==> src/rtl/mario_sound_mixer.sv <==
// mario_sound_mixer
//   Final audio stage. Samples the digital and analog/sample sound streams once per
//   sample tick, mixes them with saturation, removes DC with a first-order high-pass,
//   and applies a master gain that ramps one step per tick for pop-free mute/unmute.
//
// Ports
//   I_CLK_24M  in   system clock, single clock domain
//   I_RSTn     in   asynchronous active-low reset
//   I_SND_DIG  in   signed 16-bit digital sound
//   I_SND_ANA  in   signed 16-bit analog/sample sound
//   I_VOL      in   gain target 0..16 (values above 16 clamp to 16), 16 = unity
//   I_MUTE     in   forces the gain target to 0
//   I_DCB_EN   in   DC blocker enable (0 = bypass, stage still registered)
//   O_SND_OUT  out  signed 16-bit mixed output, held between strobes
//   O_SND_STB  out  one-clock pulse when O_SND_OUT updates
//   O_MUTED    out  high while the current gain is 0
module mario_sound_mixer #(
  parameter int unsigned DIV       = 500,
  parameter int unsigned DIG_SHIFT = 0,
  parameter int unsigned ANA_SHIFT = 0,
  parameter int unsigned DCB_K     = 8
) (
  input  logic               I_CLK_24M,
  input  logic               I_RSTn,
  input  logic signed [15:0] I_SND_DIG,
  input  logic signed [15:0] I_SND_ANA,
  input  logic        [4:0]  I_VOL,
  input  logic               I_MUTE,
  input  logic               I_DCB_EN,
  output logic signed [15:0] O_SND_OUT,
  output logic               O_SND_STB,
  output logic               O_MUTED
);

  localparam int unsigned CW = (DIV > 1) ? $clog2(DIV) : 1;

  // Clip a sign-extended 21-bit value to 16 bits: in range when bits [20:15] agree.
  function automatic logic signed [15:0] sat16(input logic signed [20:0] v);
    if (v[20:15] == '0 || v[20:15] == '1) return v[15:0];
    else if (v[20])                        return 16'sh8000;
    else                                   return 16'sh7fff;
  endfunction

  // Sample tick
  logic [CW-1:0] tick_cnt;
  logic          tick;

  assign tick = (tick_cnt == CW'(DIV - 1));

  always_ff @(posedge I_CLK_24M or negedge I_RSTn) begin
    if (!I_RSTn) tick_cnt <= '0;
    else         tick_cnt <= tick ? '0 : tick_cnt + CW'(1);
  end

  // Stage 1: scale and mix
  logic signed [15:0] dig_sh, ana_sh, mix_sat;
  logic signed [17:0] mix18;

  assign dig_sh  = I_SND_DIG >>> DIG_SHIFT;
  assign ana_sh  = I_SND_ANA >>> ANA_SHIFT;
  assign mix18   = {{2{dig_sh[15]}}, dig_sh} + {{2{ana_sh[15]}}, ana_sh};
  assign mix_sat = sat16({{3{mix18[17]}}, mix18});

  // Stage 2: DC blocker y = m - x1 + y1 - (y1 >>> K)
  logic signed [15:0] s1_m, x1, y1, y1_sh, dcb_y;
  logic signed [19:0] dcb20;
  logic               s1_vld;

  assign y1_sh = y1 >>> DCB_K;
  assign dcb20 = {{4{s1_m[15]}}, s1_m} - {{4{x1[15]}}, x1}
               + {{4{y1[15]}}, y1}     - {{4{y1_sh[15]}}, y1_sh};
  assign dcb_y = sat16({dcb20[19], dcb20});

  // Stage 3: gain multiply (unity at 16, hence >>> 4)
  logic signed [15:0] s2_y, scaled;
  logic signed [20:0] prod;
  logic               s2_vld;
  logic        [4:0]  gain, gain_nxt, vol_c, target;

  assign prod   = $signed({{5{s2_y[15]}}, s2_y}) * $signed({16'd0, gain});
  assign scaled = sat16(prod >>> 4);

  assign vol_c  = (I_VOL > 5'd16) ? 5'd16 : I_VOL;
  assign target = I_MUTE ? 5'd0 : vol_c;

  always_comb begin
    gain_nxt = gain;
    if (gain < target)      gain_nxt = gain + 5'd1;
    else if (gain > target) gain_nxt = gain - 5'd1;
  end

  always_ff @(posedge I_CLK_24M or negedge I_RSTn) begin
    if (!I_RSTn) begin
      s1_vld    <= 1'b0;
      s1_m      <= '0;
      s2_vld    <= 1'b0;
      s2_y      <= '0;
      x1        <= '0;
      y1        <= '0;
      O_SND_OUT <= '0;
      O_SND_STB <= 1'b0;
      gain      <= '0;
      O_MUTED   <= 1'b1;
    end else begin
      s1_vld <= tick;
      if (tick) s1_m <= mix_sat;

      s2_vld <= s1_vld;
      if (s1_vld) begin
        x1 <= s1_m;
        if (I_DCB_EN) begin
          s2_y <= dcb_y;
          y1   <= dcb_y;
        end else begin
          // Bypass keeps the history clean so re-enabling starts from a zero state.
          s2_y <= s1_m;
          y1   <= '0;
        end
      end

      O_SND_STB <= s2_vld;
      if (s2_vld) begin
        // Gain steps after it has been used for this sample.
        O_SND_OUT <= scaled;
        gain      <= gain_nxt;
        O_MUTED   <= (gain_nxt == 5'd0);
      end
    end
  end

endmodule

==> config.mk <==
export PLATFORM = sky130hd
export DESIGN_NAME = mario_sound_mixer
export DESIGN_NICKNAME = d
export VERILOG_FILES = /design/src/rtl/mario_sound_mixer.sv
export SDC_FILE = /design/constraint.sdc
export NUM_CORES = 1
export LEC_CHECK = 0
export CELL_PAD_IN_SITES_DETAIL_PLACEMENT = 0
export CELL_PAD_IN_SITES_GLOBAL_PLACEMENT = 1
export CORE_MARGIN = 2
export CORE_UTILIZATION = 45
export DETAILED_ROUTE_END_ITERATION = 8
export GPL_TIMING_DRIVEN = 0
export MAX_ROUTING_LAYER = met4
export PLACE_DENSITY = 0.8
export SKIP_LAST_GASP = 1
export SYNTH_ARGS = -nofsm -noshare
export SYNTH_HDL_FRONTEND = slang
export SYNTH_SLANG_ARGS = --single-unit
==> constraint.sdc <==
create_clock -name I_CLK_24M -period 5.9 [get_ports I_CLK_24M]
set_clock_uncertainty 0.15 [all_clocks]
set_input_delay 1.475 -clock I_CLK_24M [delete_from_list [all_inputs] [get_ports I_CLK_24M]]
set_output_delay 1.475 -clock I_CLK_24M [all_outputs]
set_load 0.1 [all_outputs]
==> run metrics <==
status finished clean; FF-to-FF setup slack 0.46 ns; share of cells above drive strength 1 0.06638; crit-path most repeated cell fa_1; post-route ant nets 0; Final min period 5.443 ns; Final WS setup 0.4574 ns; DR DRC count 0; max incr delay on CP 0.53 ns; post-synthesis xor/xnor area fraction 0.04417; GR peak layer met2; Crit path depth 19; Multi-input gate area 0.006456 mm2; vias 7223; H-tree levels 3; synth top area cells dfrtp_1 25%, fa_1 17%, ha_1 10%, inv_1 6.7%, and2_1 4.8%; starting density of the core 0.4608; final wirelength 20.07 mm; P_leak 5.483 nW; gpl congestion 0.8736; Critical R2R Launch gain[0]; CP max FO 10; Area Overhead vs Synth 12.90%; CTS Buf Count 9; Adder-Cell Fraction of Synth Area 0.2797; largest net degree at the start of global routing 53; Fmax 183.7 MHz; gr ovfl total 0; Post-Syn Instances 1070; Worst-Margin Slew 0.9601 ns; met3 Resource Use GR 0.02380; Min-Delay Endpoint s2_vld; Die Y 150.9 um; DP Worst Slack 0.01895 ns; port buffer count 58; DR vias/cell 5.087; worst-path cell chain clkbuf_2 > clkbuf_1 > and2_1 > fa_1 > fa_1 > inv_1 > fa_1 > inv_1 > ha_1 > a21oi_1 > a2bb2oi_1 > nand2_1 > o21ai_1 > o21ai_0 > xnor2_1 > a21oi_2 > buf_4 > nor2_1 > o2bb2ai_1; Total GRT Usage 0.1951; Worst EP arrival 5.57 ns; Seq/Total Area, Yosys 0.2525; ant diodes 0; Synth Area in Compound Gates 0.1691; peak supply drop 0.1280 mV; worst endpoint required time 6.03 ns; Synth Net Count 1270; hold path start s1_vld; setup violators final 0; Reg area 0.002454 mm2; CP max-delay cell fa_1; capturing point of the worst reg2reg path O_SND_OUT[13]; Max Cap Viol 0; prevailing post-synth register cell dfrtp_1; Slew Limit Fails 0; CP Class register to register; vias in the first global route 7383; PD cells 162.8 mW/mm2; area of the core 0.02109 mm2; worst skew pair latency 0.36 ns; # hold bufs at CTS 0; routed length per placed instance 14.14 um; Syn Area/Cell 9.081 um2; Clock Sinks 98; Final Power 1.786 mW; nature of the critical path startpoint register; row count 53; die area 0.02278 mm2; top cell type's share of synthesized area 0.2498; reg2reg path depth 19; Syn Std Cell Area 0.009717 mm2; Fin. Hold Viols 0; Hold Crit Class register to register; clock tree from TritonCTS built; Pre-antenna DRT Iters 4; Die X 150.9 um; Largest delay share family, worst path adder cells; met2 Usage GRT 0.3477; fillcell total 2042; post-DP HPWL 16.61 mm; first-pass GRT wire length 34.62 mm; DRT iter0 DRCs 250; crit end category register; Post-synth EDFFs 0; main combinational cell family by area after synthesis adder cells; library cells used by synthesis 72; synth warn 0; worst hold path depth 0; Clock Path Buffers 2; Synth Register Bits 98; Post-synth ARST share 1.000; Synth area leader dfrtp_1; RSZ-0062 raised after global routing false; Slew Limit Headroom 0.3580; GR Layer Usage met1 0.2373; post-synthesis mux area share 0.02073; net count reported at finish 1340; Period Utilization, post-route 0.9225; initial antenna violation count 0; Worst-path clk slew 0.08 ns; IO Pins 59; simple logic cell fraction of the synthesized area 0.1508; CTS Root Buffer Type clkbuf_16; Buf/Inv on CP 5
## layout by cell type (no fill, tap or decap), types with 6 or more instances in the layout
cell type        count
and2_1              74
clkbuf_2             6
maj3_1              12
clkdlybuf4s50_1     57
a21oi_1             42
nor3_1               9
o2bb2ai_2           10
dfrtp_1             97
nor2b_1             12
ha_1                78
a21o_1              12
clkbuf_1            20
o211ai_1            16
nor2_1              57
o21ai_0             86
nand2b_1             6
or3_1                7
nand2_1             71
clkbuf_16            9
mux2_2              17
xnor2_1             28
xor2_1              21
nand3_1             26
o21a_1              14
inv_1              173
fa_1                81
## synthesized netlist by cell type (6+ instances only)
| master | n |
|---|---|
| a21o_1 | 12 |
| a21oi_1 | 42 |
| and2_1 | 74 |
| clkbuf_1 | 26 |
| dfrtp_1 | 97 |
| fa_1 | 81 |
| ha_1 | 78 |
| inv_1 | 173 |
| maj3_1 | 12 |
| mux2_2 | 17 |
| nand2_1 | 71 |
| nand2b_1 | 6 |
| nand3_1 | 26 |
| nor2_1 | 57 |
| nor2b_1 | 12 |
| nor3_1 | 9 |
| o211ai_1 | 16 |
| o21a_1 | 14 |
| o21ai_0 | 87 |
| o2bb2ai_2 | 10 |
| or3_1 | 7 |
| xnor2_1 | 28 |
| xor2_1 | 21 |
## stage by stage
stage	util	hold slack [ns]	instances	area, um2	TNS, ns
2_1_floorplan	-	0.2224	1070	9717	0
4_1_cts	0.5199	0.2919	1420	10960	0
6_report	0.5202	0.2927	1420	10970	0
3_5_place_dp	0.5058	0.2714	1404	10670	0
3_3_place_gp	0.5046	0.2690	1403	10640	-50.29
5_1_grt	0.5202	0.3169	1420	10970	0
## metal layers
layer / share of wire / vias to the layer above
li1: - / 3693
met5: 0 / -
met3: 0.027 / 17
met1: 0.45 / 3403
met4: 0.014 / 0
met2: 0.51 / 110
## sequential cells by signal, indices dropped and copies added (netlist names)
register / cells
tick_cnt: 9
y1: 16
s2_vld: 1
O_SND_OUT: 16
s2_y: 16
O_MUTED: 1
x1: 16
s1_vld: 1
gain: 5
s1_m: 16
O_SND_STB: 1
## cells by family after synthesis
kind of cell / after synthesis
AOI/OAI and AO/OA: 238
adders and majority gates: 171
xor gates and xnor gates: 49
buffers and inverters: 208
and+or+nand+nor: 288
muxes: 18
DFF: 98
## cell type report
| class | count | area share |
|---|---|---|
| inverters | 175 | 0.05988 |
| plain buffers | 33 | 0.01437 |
| multi-input cells | 764 | 0.5885 |
| flip-flops and latches | 98 | 0.2237 |
| well taps | 275 | 0.03136 |
| clock inverters | 7 | 0.006501 |
| repair buffers | 59 | 0.05520 |
| clock buffers | 9 | 0.02053 |
## timing repair
action,CTS,global route
pin swaps,0,0
cloned,0,0
endpoints found under the setup margin,6,15
buffers inserted,0,0
resized for setup,1,11
## worst register-to-register path: cells and delay by family, from the launching register on
kind                     cells  cell delay (ns)
flip-flops                   1             0.43
XOR/XNOR                     1             0.21
adder cells (fa/ha/maj)      4             1.87
AND/OR/NAND/NOR              3             0.35
AO/OA/AOI/OAI                6             1.37
buffers and inverters        5             0.97
## power breakdown
group          switching, mW  internal, mW  leakage (nW)  total, mW
Sequential            0.0139         0.679          1.19      0.693
Clock                  0.302         0.299         0.144      0.601
Combinational          0.274         0.217          4.15      0.492
Total                  0.590          1.20          5.48       1.79
## worst max path at each step
stage               startpoint             to  slack [ns]
global placement        I_RSTn    tick_cnt[3]       -0.54
floorplan              gain[2]   O_SND_OUT[3]        0.98
global route           gain[0]  O_SND_OUT[13]        0.02
detailed placement     gain[1]  O_SND_OUT[13]        0.02
CTS                    gain[0]  O_SND_OUT[13]        0.06
finish                 gain[0]  O_SND_OUT[13]        0.46
No activity file was read; power rests on OpenSTA's default activity.
